==> src/rtl/qdr_arb_pkg.sv <==
// Shared constants and types for the QDR-II+ two-requester arbiter.
package qdr_arb_pkg;
  localparam int NUM_REQ       = 2;
  localparam int ADDR_W_DEF    = 18;
  localparam int DATA_W_DEF    = 144;
  localparam int BW_W_DEF      = 16;
  localparam int TAG_DEPTH_DEF = 16;

  typedef enum logic {
    REQ0 = 1'b0,
    REQ1 = 1'b1
  } req_id_t;
endpackage

==> src/rtl/qdr_arb_rr.sv <==
// Two-way round-robin arbiter: combinational grant, registered last-grant pointer.
module qdr_arb_rr
  import qdr_arb_pkg::*;
(
  input  logic               clk,
  input  logic               rst,
  input  logic               en,
  input  logic [NUM_REQ-1:0] req,
  output logic [NUM_REQ-1:0] gnt
);

  req_id_t last_gnt;

  always_comb begin
    gnt = '0;
    if (en) begin
      case (req)
        2'b01:   gnt = 2'b01;
        2'b10:   gnt = 2'b10;
        2'b11:   gnt = (last_gnt == REQ1) ? 2'b01 : 2'b10;
        default: gnt = '0;
      endcase
    end
  end

  // Reset points at requester 1 so requester 0 wins the first contention.
  always_ff @(posedge clk) begin
    if (rst) begin
      last_gnt <= REQ1;
    end else if (|gnt) begin
      last_gnt <= gnt[1] ? REQ1 : REQ0;
    end
  end

endmodule

==> src/rtl/qdr_arb.sv <==
// Two-requester arbiter in front of a MIG QDR-II+ user interface, with an
// in-order tag FIFO that routes read returns back to the issuing requester.
module qdr_arb
  import qdr_arb_pkg::*;
#(
  parameter int ADDR_WIDTH = ADDR_W_DEF,
  parameter int DATA_WIDTH = DATA_W_DEF,
  parameter int BW_WIDTH   = BW_W_DEF,
  parameter int TAG_DEPTH  = TAG_DEPTH_DEF
) (
  input  logic                    clk,
  input  logic                    rst,
  input  logic                    cal_done,
  input  logic [1:0]              wr_req,
  input  logic [2*ADDR_WIDTH-1:0] wr_addr,
  input  logic [2*DATA_WIDTH-1:0] wr_data,
  input  logic [2*BW_WIDTH-1:0]   wr_bw_n,
  output logic [1:0]              wr_ack,
  input  logic [1:0]              rd_req,
  input  logic [2*ADDR_WIDTH-1:0] rd_addr,
  output logic [1:0]              rd_ack,
  output logic [1:0]              rd_valid,
  output logic [DATA_WIDTH-1:0]   rd_data,
  output logic                    app_wr_cmd,
  output logic [ADDR_WIDTH-1:0]   app_wr_addr,
  output logic [DATA_WIDTH-1:0]   app_wr_data,
  output logic [BW_WIDTH-1:0]     app_wr_bw_n,
  output logic                    app_rd_cmd,
  output logic [ADDR_WIDTH-1:0]   app_rd_addr,
  input  logic                    app_rd_valid,
  input  logic [DATA_WIDTH-1:0]   app_rd_data,
  output logic                    err_unexp
);

  localparam int PW = $clog2(TAG_DEPTH);
  localparam int CW = PW + 1;
  localparam logic [CW-1:0] DEPTH_C = CW'(TAG_DEPTH);

  logic [NUM_REQ-1:0] wr_gnt_p0, rd_gnt_p0;
  logic               tag_push_p0, tag_pop_p0, rd_room_p0;
  logic [TAG_DEPTH-1:0] tag_mem;
  logic [PW-1:0]      tag_wr_ptr, tag_rd_ptr;
  logic [CW-1:0]      out_cnt;

  // A pop in the same cycle frees a slot, so a full FIFO may still grant.
  assign tag_pop_p0  = app_rd_valid && (out_cnt != '0);
  assign rd_room_p0  = (out_cnt < DEPTH_C) || tag_pop_p0;
  assign tag_push_p0 = |rd_gnt_p0;

  qdr_arb_rr u_wr_rr (
    .clk (clk),
    .rst (rst),
    .en  (cal_done && !rst),
    .req (wr_req),
    .gnt (wr_gnt_p0)
  );

  qdr_arb_rr u_rd_rr (
    .clk (clk),
    .rst (rst),
    .en  (cal_done && !rst && rd_room_p0),
    .req (rd_req),
    .gnt (rd_gnt_p0)
  );

  assign wr_ack = wr_gnt_p0;
  assign rd_ack = rd_gnt_p0;

  // ---- p0 -> p1: accepted commands registered onto the MIG interface ----
  always_ff @(posedge clk) begin
    if (rst) begin
      app_wr_cmd  <= 1'b0;
      app_wr_addr <= '0;
      app_wr_data <= '0;
      app_wr_bw_n <= '1;
      app_rd_cmd  <= 1'b0;
      app_rd_addr <= '0;
    end else begin
      app_wr_cmd <= |wr_gnt_p0;
      app_rd_cmd <= |rd_gnt_p0;
      if (|wr_gnt_p0) begin
        app_wr_addr <= wr_gnt_p0[1] ? wr_addr[2*ADDR_WIDTH-1:ADDR_WIDTH] : wr_addr[ADDR_WIDTH-1:0];
        app_wr_data <= wr_gnt_p0[1] ? wr_data[2*DATA_WIDTH-1:DATA_WIDTH] : wr_data[DATA_WIDTH-1:0];
        app_wr_bw_n <= wr_gnt_p0[1] ? wr_bw_n[2*BW_WIDTH-1:BW_WIDTH]     : wr_bw_n[BW_WIDTH-1:0];
      end
      if (|rd_gnt_p0) begin
        app_rd_addr <= rd_gnt_p0[1] ? rd_addr[2*ADDR_WIDTH-1:ADDR_WIDTH] : rd_addr[ADDR_WIDTH-1:0];
      end
    end
  end

  always_ff @(posedge clk) begin
    if (tag_push_p0) begin
      tag_mem[tag_wr_ptr] <= rd_gnt_p0[1];
    end
  end

  always_ff @(posedge clk) begin
    if (rst) begin
      tag_wr_ptr <= '0;
      tag_rd_ptr <= '0;
      out_cnt    <= '0;
      err_unexp  <= 1'b0;
    end else begin
      if (tag_push_p0) tag_wr_ptr <= tag_wr_ptr + PW'(1);
      if (tag_pop_p0)  tag_rd_ptr <= tag_rd_ptr + PW'(1);
      case ({tag_push_p0, tag_pop_p0})
        2'b10:   out_cnt <= out_cnt + CW'(1);
        2'b01:   out_cnt <= out_cnt - CW'(1);
        default: out_cnt <= out_cnt;
      endcase
      if (app_rd_valid && (out_cnt == '0)) err_unexp <= 1'b1;
    end
  end

  // ---- p0 -> p1: read return routed by the oldest tag ----
  always_ff @(posedge clk) begin
    if (rst) begin
      rd_valid <= '0;
      rd_data  <= '0;
    end else begin
      rd_valid <= '0;
      if (tag_pop_p0) begin
        rd_valid <= tag_mem[tag_rd_ptr] ? 2'b10 : 2'b01;
        rd_data  <= app_rd_data;
      end
    end
  end

endmodule

==> config.mk <==
export PLATFORM = sky130hd
export DESIGN_NAME = qdr_arb
export DESIGN_NICKNAME = d
export VERILOG_FILES = /design/src/rtl/qdr_arb_pkg.sv /design/src/rtl/qdr_arb_rr.sv /design/src/rtl/qdr_arb.sv
export SDC_FILE = /design/constraint.sdc
export NUM_CORES = 1
export LEC_CHECK = 0
export ABC_AREA = 1
export BUFFER_PORTS_ARGS = -buffer_cell sky130_fd_sc_hd__buf_2
export CAP_MARGIN = 20
export CORE_AREA = 2 2 344 346
export DETAILED_ROUTE_END_ITERATION = 8
export DIE_AREA = 0 0 346 348
export GPL_TIMING_DRIVEN = 1
export MAX_ROUTING_LAYER = met4
export PLACE_DENSITY = 0.36
export SLEW_MARGIN = 20
export SYNTH_ARGS = -nofsm -noshare
export SYNTH_HDL_FRONTEND = slang
export SYNTH_SLANG_ARGS = --single-unit
==> constraint.sdc <==
create_clock -name clk -period 2.55 [get_ports clk]
set_input_delay 0 -clock clk [delete_from_list [all_inputs] [get_ports clk]]
set_output_delay 0 -clock clk [all_outputs]
set_load 0.02 [all_outputs]
==> flow_summary.toml <==
[worst_setup_path]
slowest_delay_ns = 0.77
path_delay_family = "buffers and inverters"
path_cells = "dlygate4sd3_1 -> buf_2 -> inv_8 -> buf_4 -> buf_4 -> o211ai_1 -> dlygate4sd3_1"
critPathBufInv = 6
crit_type = "primary input to flip-flop"
worst_ep_required_time_ns = 3.04
critPathSlowestCell = "buf_4"
critical_path.max_fanout = 76
end_kind = "flip-flop"
start_kind = "primary input"
crit_arrival_ns = 2.92

[yosys]
syn_area_per_cell_um2 = 7.43
postSynthCellCount = 2105
syn_area_mm2 = 0.0156
yosysWarnings = 0
synth_edf_count = 16
yosysSeqAreaShare = 0.492
async_flop_share = 0
ys_types = 24
synthesis.nets = 2657
ys_ff_latch = 376
ys.flop_type = "dfxtp_1"

[floorplan]
rows = 126
initial_core_util = 0.134
coreArea_mm2 = 0.117
pin_count = 893
die_w_um = 346
die_h_um = 348
dieArea_mm2 = 0.120

[finish]
final_common_cell = "buf_2"
final_cell_mix = "buf_2 (892), dlygate4sd3_1 (555), nand2_1 (404)"
drive_gt1_frac = 0.293
layout.cells.non_filler = 5089
regArea_mm2 = 0.00769
fin_nets = 4048
syn_to_final_growth_pct = 86.7
multiInputGateArea_mm2 = 0.00650
fillers = 13126

[sta]
maxSlewViolCount = 0
rsz0062_at_grt = "false"
finalClockSkew_ns = 0.0130
period_share = 0.951
setup_viol = 0
worst_pin_slew_ns = 0.948
clock.fmax_mhz = 412
period_needed_ns = 2.42
hold_violations = 0
relSlewSlack = 0.368
setup-tns-final_ns = 0

[clock_network]
cts_setup_buffers = 0
cts_tree = "done"
htree_levels = 2
cts_sinks = 376
cts_root_buf = "clkbuf_16"
cts_made_buffers = 49
cts_max_path_buffers = 3
clk_latency_ns = 0.61
cts.clk_slew.worst_paths_ns = 0.06

[global_route]
globalRouteOverflowTotal = 0
grt_usage = 0.130
grt_pass1_wl_um = 118000
grt_max_degree = 214
grt_pass1_vias = 19254
antenna_found_initial = 22

[route]
drtPass1Iterations = 5
vias = 19352
ant_nets = 0
initialDrtViolationCount = 930
wl_per_cell_um = 15.8
remaining_drc_errors = 0
wl_um = 80300
routed_via_density = 3.80

[place]
gp_congestion = 0.819
dp_cells = 4425
dp_hpwl_um = 57600
port_buffers = 892

[hold_path]
hp-class = "primary input to flip-flop"

[power_and_ir_drop]
power_density_mw_per_mm2 = 758
leakagePower_nw = 13.9
irDropWorstVdd_mv = 0.888

[run]
cap_violations = 0

[run_status]
run_status = "completed"
-- tightest hold or removal path, stage by stage --
cell and delay (ns):
buf_2 0.11, nand2_2 0.15, a21oi_2 0.07, nand2_2 0.08, nand2_2 0.08, buf_12 0.16
-- sequential cells by signal, indices dropped and copies added (netlist names) --
signal and count:
err_unexp 1, app_rd_cmd 1, app_wr_data 144, tag_wr_ptr 4
app_wr_bw_n 16, rd_data 144, rd_valid 2, app_wr_addr 18
app_rd_addr 18, app_wr_cmd 1, tag_mem 16, out_cnt 5
u_wr_rr.last_gnt 1, u_rd_rr.last_gnt 1, tag_rd_ptr 4
-- layer usage --
layer	track usage	part of all wire
met1	0.156	0.43
met2	0.210	0.48
met3	0.0329	0.062
met4	0.0466	0.027
met5	-	0
-- logic make-up (layout without fill, tap and decap cells) --
family          count (synthesis)  count (layout)  synth area share
flops                         376             376             0.492
other cells                     0              20                 0
fa+ha+maj                       8               8           0.00640
compound gates                409             409             0.162
buf+inv                       364            1792            0.0946
xor+xnor                        5               5           0.00280
simple gates                  943             943             0.242
-- layout make-up --
class | count | area share
repair buffers | 1496 | 0.363
flip-flops and latches | 376 | 0.263
multi-input cells | 1365 | 0.223
well taps | 1536 | 0.0658
clock buffers | 77 | 0.0515
inverters | 208 | 0.0273
clock inverters | 11 | 0.00471
diodes | 20 | 0.00171
-- where the power goes --
part           total [mW]  leakage (nW)  internal [mW]  switching (mW)
Sequential           7.78          3.12           7.11           0.665
Clock                7.16         0.806           4.25            2.91
Combinational        7.19          10.0           2.71            4.48
-- per-stage QoR --
stage                     utilization  setup WS (ns)  total power [mW]  hold WS [ns]  area, µm²
after global routing            0.250         0.0248              23.6         0.115      29200
final                           0.250          0.125              22.1         0.113      29200
after CTS                       0.249         0.0704              22.6        0.0730      29100
after global placement          0.187          0.444              14.5         0.248      21900
after floorplan                     -          0.370              11.7         0.133      15600
after detailed placement        0.187          0.470              14.5         0.251      21900
-- Yosys cell counts, types with 2 or more instances --
cell / count / share of area
dfxtp_1: 360 / 0.46
buf_2: 78 / 0.025
buf_1: 2 / 0.00048
buf_4: 2 / 0.00096
nor2_1: 345 / 0.083
o21ai_1: 5 / 0.0016
o21ai_0: 183 / 0.059
o211ai_1: 193 / 0.093
nand2_1: 408 / 0.098
a21oi_1: 25 / 0.0080
clkbuf_1: 73 / 0.018
nand2_2: 2 / 0.00080
inv_2: 4 / 0.00096
ha_1: 8 / 0.0064
or2_2: 5 / 0.0020
nand3_1: 182 / 0.058
xor2_1: 5 / 0.0028
edfxtp_1: 16 / 0.031
inv_1: 204 / 0.049
-- worst paths after layout --
check	startpoint	endpoint	slack (ns)	cells past startpoint
worst min-delay path	cal_done	app_rd_cmd$_SDFF_PP0_	0.11	6
worst min register to register	rd_data[49]$_SDFFE_PP0N_	rd_data[49]$_SDFFE_PP0N_	0.48	2
worst max-delay path	rst	app_wr_bw_n[15]$_SDFFE_PP1P_	0.13	7
worst max register to register	out_cnt[4]$_SDFFE_PP0P_	app_rd_addr[2]$_SDFFE_PP0P_	0.13	7
-- what timing repair did --
action                                  4_1_cts  5_1_grt
hold endpoints to repair                    349        0
hold buffers                                555        0
endpoints found under the setup margin        0       13
resized for setup                             0       11
(Power assumes the default switching activity.)
